### config.mk
export PLATFORM = sky130hd
export DESIGN_NAME = lifo_stack_flat
export DESIGN_NICKNAME = d
export VERILOG_FILES = /design/src/rtl/lifo_stack_if.sv /design/src/rtl/lifo_stack.sv /design/src/flat_wrapper.sv
export SDC_FILE = /design/constraint.sdc
export NUM_CORES = 1
export LEC_CHECK = 0
export ABC_AREA = 1
export CORE_AREA = 2 2 116 118
export CTS_CLUSTER_SIZE = 40
export DETAILED_ROUTE_END_ITERATION = 7
export DIE_AREA = 0 0 118 120
export PLACE_DENSITY_LB_ADDON = 0.1
export SLEW_MARGIN = 20
export SYNTH_ARGS = -nofsm -noshare
export SYNTH_HDL_FRONTEND = slang
export SYNTH_SLANG_ARGS = --single-unit
export TNS_END_PERCENT = 50
### constraint.sdc
create_clock -name clk -period 5.28 [get_ports clk]
set_input_delay 1.32 -clock clk [delete_from_list [all_inputs] [get_ports clk]]
set_output_delay 1.32 -clock clk [all_outputs]
set_load 0.005 [all_outputs]
### src/rtl/lifo_stack_if.sv
// Bundle of the LIFO stack's data-path and status signals.
// The producer/consumer side uses the master modport; the stack uses slave.
//
// Handshake: push and pop are single-cycle strobes sampled on the rising
// edge. There is no ready signal. The stack always accepts a strobe.
// full and empty tell the caller whether that strobe will take effect.
// A rejected push or pop is reported by a one-cycle overflow or underflow
// pulse and is also latched into err_sticky.
// dout_valid qualifies dout for exactly one cycle per successful pop.
interface lifo_stack_if #(
  parameter int DATA_W = 8,
  parameter int DEPTH  = 16
);
  localparam int CNT_W = $clog2(DEPTH + 1);

  logic              clear;
  logic              push;
  logic              pop;
  logic [DATA_W-1:0] din;
  logic [DATA_W-1:0] dout;
  logic              dout_valid;
  logic [DATA_W-1:0] top;
  logic [CNT_W-1:0]  count;
  logic              empty;
  logic              full;
  logic              overflow;
  logic              underflow;
  logic              err_sticky;

  modport master (
    output clear, push, pop, din,
    input  dout, dout_valid, top, count, empty, full,
           overflow, underflow, err_sticky
  );

  modport slave (
    input  clear, push, pop, din,
    output dout, dout_valid, top, count, empty, full,
           overflow, underflow, err_sticky
  );
endinterface

### src/rtl/lifo_stack.sv
// Parametrised LIFO stack for return-address or operand storage.
// mem[0] is the bottom entry and the top entry is mem[count-1].
// Doing push and pop in the same cycle replaces the top entry.
// dout is a registered copy of each popped word.
// top is a combinational peek at the current top entry.
module lifo_stack #(
  parameter int DATA_W = 8,
  parameter int DEPTH  = 16
) (
  input logic         clk,
  input logic         rst,
  lifo_stack_if.slave bus
);
  localparam int CNT_W  = $clog2(DEPTH + 1);
  localparam int ADDR_W = (DEPTH > 1) ? $clog2(DEPTH) : 1;

  logic [DATA_W-1:0] mem [DEPTH];
  logic [CNT_W-1:0]  cnt;
  logic [DATA_W-1:0] dout_q;
  logic              dout_valid_q;
  logic              overflow_q;
  logic              underflow_q;
  logic              err_q;

  logic              is_empty;
  logic              is_full;
  logic [ADDR_W-1:0] cnt_lo;
  logic [ADDR_W-1:0] top_idx;
  logic [ADDR_W-1:0] wr_idx;
  logic              push_ok;
  logic              pop_ok;
  logic              overflow_nxt;
  logic              underflow_nxt;
  logic [CNT_W-1:0]  cnt_nxt;

  assign is_empty = (cnt == '0);
  assign is_full  = (cnt == CNT_W'(DEPTH));

  // cnt - 1 always fits in ADDR_W bits whenever the stack is non-empty.
  // Wrapping in the narrow domain therefore gives the right top index.
  assign cnt_lo  = cnt[ADDR_W-1:0];
  assign top_idx = cnt_lo - ADDR_W'(1);

  // Decide what this cycle's strobes do. A pop is legal whenever the stack
  // is non-empty. A push is legal when there is room, or when a legal pop in
  // the same cycle frees the top slot (the replace case).
  always_comb begin
    pop_ok        = bus.pop && !is_empty;
    push_ok       = bus.push && (!is_full || pop_ok);
    overflow_nxt  = bus.push && !push_ok;
    underflow_nxt = bus.pop && is_empty;
    wr_idx        = pop_ok ? top_idx : cnt_lo;
    cnt_nxt       = cnt;
    if (push_ok && !pop_ok) begin
      cnt_nxt = cnt + CNT_W'(1);
    end else if (pop_ok && !push_ok) begin
      cnt_nxt = cnt - CNT_W'(1);
    end
  end

  // Occupancy, popped-word register and error flags. rst wins over clear,
  // and clear wins over push/pop. dout holds its value through a clear.
  always_ff @(posedge clk) begin
    if (rst) begin
      cnt          <= '0;
      dout_q       <= '0;
      dout_valid_q <= 1'b0;
      overflow_q   <= 1'b0;
      underflow_q  <= 1'b0;
      err_q        <= 1'b0;
    end else if (bus.clear) begin
      cnt          <= '0;
      dout_valid_q <= 1'b0;
      overflow_q   <= 1'b0;
      underflow_q  <= 1'b0;
      err_q        <= 1'b0;
    end else begin
      cnt          <= cnt_nxt;
      dout_valid_q <= pop_ok;
      overflow_q   <= overflow_nxt;
      underflow_q  <= underflow_nxt;
      if (overflow_nxt || underflow_nxt) begin
        err_q <= 1'b1;
      end
      if (pop_ok) begin
        dout_q <= mem[top_idx];
      end
    end
  end

  // Storage write. push_ok guarantees that wr_idx lies within 0..DEPTH-1.
  // The stored data needs no reset because count gates every read.
  always_ff @(posedge clk) begin
    if (!rst && !bus.clear && push_ok) begin
      mem[wr_idx] <= bus.din;
    end
  end

  assign bus.count      = cnt;
  assign bus.empty      = is_empty;
  assign bus.full       = is_full;
  assign bus.top        = is_empty ? '0 : mem[top_idx];
  assign bus.dout       = dout_q;
  assign bus.dout_valid = dout_valid_q;
  assign bus.overflow   = overflow_q;
  assign bus.underflow  = underflow_q;
  assign bus.err_sticky = err_q;

  // Occupancy can never leave 0..DEPTH.
  count_in_range: assert property (@(posedge clk) disable iff (rst)
    cnt <= CNT_W'(DEPTH));

  // The two error pulses come from opposite conditions, but both can
  // coincide only when push is rejected while the stack is empty. That is
  // impossible, because an empty stack is never full.
  no_dual_error: assert property (@(posedge clk) disable iff (rst)
    !(overflow_q && underflow_q));
endmodule

### src/flat_wrapper.sv
// flat-port wrapper written by rule: the top's interface ports become plain ports
module lifo_stack_flat 
#(
  parameter int DATA_W = 8,
  parameter int DEPTH  = 16
)
  (clk, rst, bus_clear, bus_push, bus_pop, bus_din, bus_dout, bus_dout_valid, bus_top, bus_count, bus_empty, bus_full, bus_overflow, bus_underflow, bus_err_sticky);
  lifo_stack_if #(.DATA_W(DATA_W), .DEPTH(DEPTH)) bus_i ();
  input logic clk;
  input logic rst;
  input wire logic [$bits(bus_i.clear)-1:0] bus_clear;
  input wire logic [$bits(bus_i.push)-1:0] bus_push;
  input wire logic [$bits(bus_i.pop)-1:0] bus_pop;
  input wire logic [$bits(bus_i.din)-1:0] bus_din;
  output wire logic [$bits(bus_i.dout)-1:0] bus_dout;
  output wire logic [$bits(bus_i.dout_valid)-1:0] bus_dout_valid;
  output wire logic [$bits(bus_i.top)-1:0] bus_top;
  output wire logic [$bits(bus_i.count)-1:0] bus_count;
  output wire logic [$bits(bus_i.empty)-1:0] bus_empty;
  output wire logic [$bits(bus_i.full)-1:0] bus_full;
  output wire logic [$bits(bus_i.overflow)-1:0] bus_overflow;
  output wire logic [$bits(bus_i.underflow)-1:0] bus_underflow;
  output wire logic [$bits(bus_i.err_sticky)-1:0] bus_err_sticky;
  assign bus_i.clear = bus_clear;
  assign bus_i.push = bus_push;
  assign bus_i.pop = bus_pop;
  assign bus_i.din = bus_din;
  assign bus_dout = bus_i.dout;
  assign bus_dout_valid = bus_i.dout_valid;
  assign bus_top = bus_i.top;
  assign bus_count = bus_i.count;
  assign bus_empty = bus_i.empty;
  assign bus_full = bus_i.full;
  assign bus_overflow = bus_i.overflow;
  assign bus_underflow = bus_i.underflow;
  assign bus_err_sticky = bus_i.err_sticky;
  lifo_stack #(.DATA_W(DATA_W), .DEPTH(DEPTH)) u_core (.clk(clk), .rst(rst), .bus(bus_i));
endmodule
# Word level (Yosys, flattened, before mapping)
# Memory sizes are Yosys's and may differ from the RTL's.
# Cells that the tools add are included.
# op_classes
addsub,3
eq_ne,1
mux,6
bitwise,1
reduce_logical,20
# op_table
operator,n
$mux 5,2
$logic_and 1x1->1,8
$mux 8,1
$logic_not 1->1,6
$add 5x1->5 const B,1
$eq 5x5->1 const B,1
$logic_not 5->1,1
$sub 5x1->5 const B,1
$mux 4,1
$sub 4x1->4 const B,1
$logic_or 1x1->1,2
$mux 1,2
$reduce_and 2->1,1
$reduce_bool 2->1,1
$reduce_or 2->1,1
$not 1->1,1
# totals
ff_bits,17
mem_bits_rw,128
inputBits,13
output_inout_bits,27
wordCells,38
n_memories,1
# memory_table
name,words,word_bits,read_ports,rd_clocked_by_memory_dff,wr,line,source
u_core.mem,16,8,1,0,1,lifo_stack.sv:17,logic [DATA_W-1:0] mem [DEPTH];

# Depth between registers and ports, before layout
# logic_depth
ltp_word,9
depth_mapped,19

# Worst setup path before layout
# No wires, ideal clock.
# synth_timing
path_kind,reg2out
start,register u_core.cnt[0] (netlist: u_core.bus.count[0])
end,output bus_top[4]
t_arrival_ns,2.086
required_time_ns,3.960
slack_ns,1.874
path_stages_with_launch,12
n_path_buf,4
path_cell_list,dfxtp_1 > inv_2 > buf_2 > buf_2 > ha_1 > buf_2 > inv_1 > buf_1 > nand3_1 > nand3_1 > nand3_1 > a21oi_1
# synth_between
elab_chain_len,3
word_cells_on_any_way,4
cone_classes,add/sub (1); mux (1); reduce/logical (1); memory (1)
# synth_rtl
item,line,source
"start, declared",lifo_stack.sv:18,logic [CNT_W-1:0] cnt;
"start signal, assigned",lifo_stack.sv:78,cnt <= cnt_nxt;
$sub 4x1->4,lifo_stack.sv:42,assign top_idx = cnt_lo - ADDR_W'(1);
$mem_v2 16x8,-,
$mux 8 (*),lifo_stack.sv:102,assign bus.top = is_empty ? '0 : mem[top_idx];
"end, declared",flat_wrapper.sv:17,output wire logic [$bits(bus_i.top)-1:0] bus_top;
# Every way passes the cells marked *; elsewhere a longest branch is shown, timed or not.

# Final worst setup path
# layout_timing
start,register u_core.cnt[0] (netlist: u_core.bus.count[0])
end,output bus_top[7]
# The elaborated chain is that of the path after synthesis.

==> run summary <==
Drt first pass iters: 5
Clock buffer depth: 2
Cell internal pwr: 2.202 mW
Post-Synthesis Cell Area: 6538 sq um
Std-Cell Rows: 42
Power density over the cells: 408.7 nW/um^2
Dpl cell area: 7062 sq um
Setup violators final: 0
Synth Register Bits: 145
Final Hold Viols: 0
Distinct cells, synth: 28
H-tree level count: 4
Synth Flop Type: edfxtp_1
Fin area: 7612 sq um
Final WL: 15.34 mm
GRT overflow: 0
Clock skew: 0.008481 ns
Syn_area_per_cell: 9.671 sq um
Worst-Skew Late Latency: 0.42 ns
Area grow syn2layout: 16.44%
Switching share of power: 29.22%
Crit start category: flip-flop
N_diodes: 0
Seq/Total Area, Yosys: 64.00%
CORE AREA: 12980 sq um
Count leader, synth: nand2_1
CTS Buf Count: 17
Synth top area share: 58.79%
Combinational power share: 22.5%
Most frequent cells after synthesis: nand2_1, inv_1, edfxtp_1
Fmax: 226.0 MHz
Die height: 120 um
Routed vias: 4641
FF-to-FF path depth: 7
Synth top area cells: edfxtp_1, nand2_1, nand3_1
First-pass GRT wire length: 23.99 mm
WP data required: 3.96 ns
Core Util, Final: 58.65%
Largest net degree at the start of global routing: 69
Synth Area in XOR/XNOR: 1.053%
CP max FO: 23
Synth async-reset ratio: 0%
Final worst-path cycle share: 83.80%
Hold crit path type: reg2reg
CTS tree: done
Cell count after synthesis: 676
P_sw: 0.9090 mW
Post-CTS setup buffer count: 0
Buffers on Ports: 39
Post-CTS sizing: 0
I/O Pins: 40
Max-cap viol count: 0
Worst IR Drop VDD: 0.2251 mV
Initial antenna violation count: 0
Drt drc: 0
Post-synth net total: 696
Placer congestion estimate: 0.9108
Slew Limit Fails: 0
Post-synthesis simple-gate area fraction: 21.42%
Dpl hpwl: 10.11 mm
Relative slew slack: 44.71%
GRT Util Overall: 22.92%
# fillers: 1143
Final hold slack: 0.4870 ns
Initial core utilization: 50.37%
Tmin final: 4.425 ns
Clock sink count: 145
Clock power share: 35.8%
Root Buffer: clkbuf_16
Layout cell share with drive strength beyond 1: 5.510%
Post-Synth Adder-Cell Area: 1.455%
RSZ-0062 raised after global routing: no
Die ar.: 14160 sq um
WS Path Type: reg2out
Synth warnings: 0
Hold_buf cts: 0
Tot Pwr: 3.111 mW
Static leakage: 3.224 nW
Synth Area in Compound Gates: 2.584%
Cell taking the most area after synthesis: edfxtp_1
Worst Path Arrival: 3.10 ns
DRT antenna net count: 0
Initial DRC Count: 429
Hold Path Depth: 2
Via/cell ratio: 5.145
Worst-margin pin slew: 0.8268 ns
Routed length per instance: 17.01 um
Vias in the first global route: 4310
Die width: 118 um
Seq pwr share: 41.7%
Mux cell area share after synthesis: 0%
Clock-pin transition on the worst setup and hold timing paths: 0.05 ns
Fin Setup TNS: 0 ns
Number of synthesized flops with an enable pin: 128
Fin nets: 733
Setup crit end kind: primary output
Combinational family with the most area after synthesis: simple AND/OR/NAND/NOR gates
Status: finished clean
-- routing by layer --
metal	track usage [%]	wire [um]	vias to the layer above
met5	0	0	-
met1	32.06	7119	2231
li1	-	-	2244
met3	4.515	762	26
met4	10.62	401	0
met2	34.74	7058	140
-- cell type report --
type | count | area (sq um) | area share, %
sequential | 145 | 4185 | 54.98
multi-input combinational | 373 | 1733 | 22.76
inverter | 132 | 495.5 | 6.509
clock buffer | 22 | 464.2 | 6.098
timing repair buffer | 44 | 427.9 | 5.621
tap | 176 | 220.2 | 2.893
clock inverter | 10 | 86.33 | 1.134
-- worst paths after layout --
kind	from	to	slack (ns)
hold reg to reg	u_core.bus.err_sticky$_SDFFE_PP0P_	u_core.bus.err_sticky$_SDFFE_PP0P_	0.49
setup reg to reg	u_core.bus.count[0]$_SDFFE_PP0P_	u_core.mem[14][7]$_DFFE_PP_	2.27
setup / recovery	u_core.bus.count[0]$_SDFFE_PP0P_	bus_top[7]	0.86
hold / removal	u_core.bus.err_sticky$_SDFFE_PP0P_	u_core.bus.err_sticky$_SDFFE_PP0P_	0.49
-- worst max-delay path, stage by stage (launching register included) --
cell	delay (ns)
dfxtp_2	0.32
inv_2	0.28
ha_1	0.31
inv_1	0.45
buf_4	0.32
nand2_1	0.08
nand3_1	0.08
nand3_1	0.13
a21oi_1	0.19
clkdlybuf4s50_1	0.52
-- layout by cell type (no fill, tap or decap), drive strengths merged --
cell,netlist,final
xor2,5,5
fa,1,1
nor2,25,25
clkinvlp,0,2
edfxtp,128,128
clkinv,1,7
dfxtp,17,17
nand4,2,2
buf,15,5
clkbuf,11,22
o21ai,8,8
a21oi,23,23
clkdlybuf4s50,0,39
nor3,2,2
o21bai,1,1
ha,6,6
o22ai,1,1
inv,131,132
nand2,186,186
nand3,111,111
xnor2,2,2
bufinv,0,1
-- logic make-up (layout without fill, tap and decap cells) --
logic type	Yosys count	after routing
and+or+nand+nor	326	326
DFF	145	145
adders and majority gates	7	7
xor gates and xnor gates	7	7
AOI/OAI and AO/OA	33	33
buffers and inverters	158	208
-- flip-flops by register name, indices dropped and copies added, names as in the netlist --
register,cells
u_core.bus.count,5
u_core.mem,128
u_core.bus.underflow,1
u_core.bus.err_sticky,1
u_core.bus.dout_valid,1
u_core.bus.overflow,1
u_core.bus.dout,8
-- power groups by stage --
stage / Clock [mW] / Combinational, mW / Sequential [mW]
2_1_floorplan: 0 / 0.426 / 1.32
3_3_place_gp: 0 / 0.688 / 1.32
3_5_place_dp: 0 / 0.691 / 1.32
4_1_cts: 1.13 / 0.695 / 1.30
5_1_grt: 1.18 / 0.769 / 1.30
6_report: 1.12 / 0.699 / 1.30
-- per-stage QoR --
stage,worst slack (ns),std cells
global route,0.6367,902
global placement,1.382,870
finish,0.8551,902
CTS,0.8740,902
floorplan,1.874,676
detailed placement,1.320,870
(Power assumes the default switching activity.)
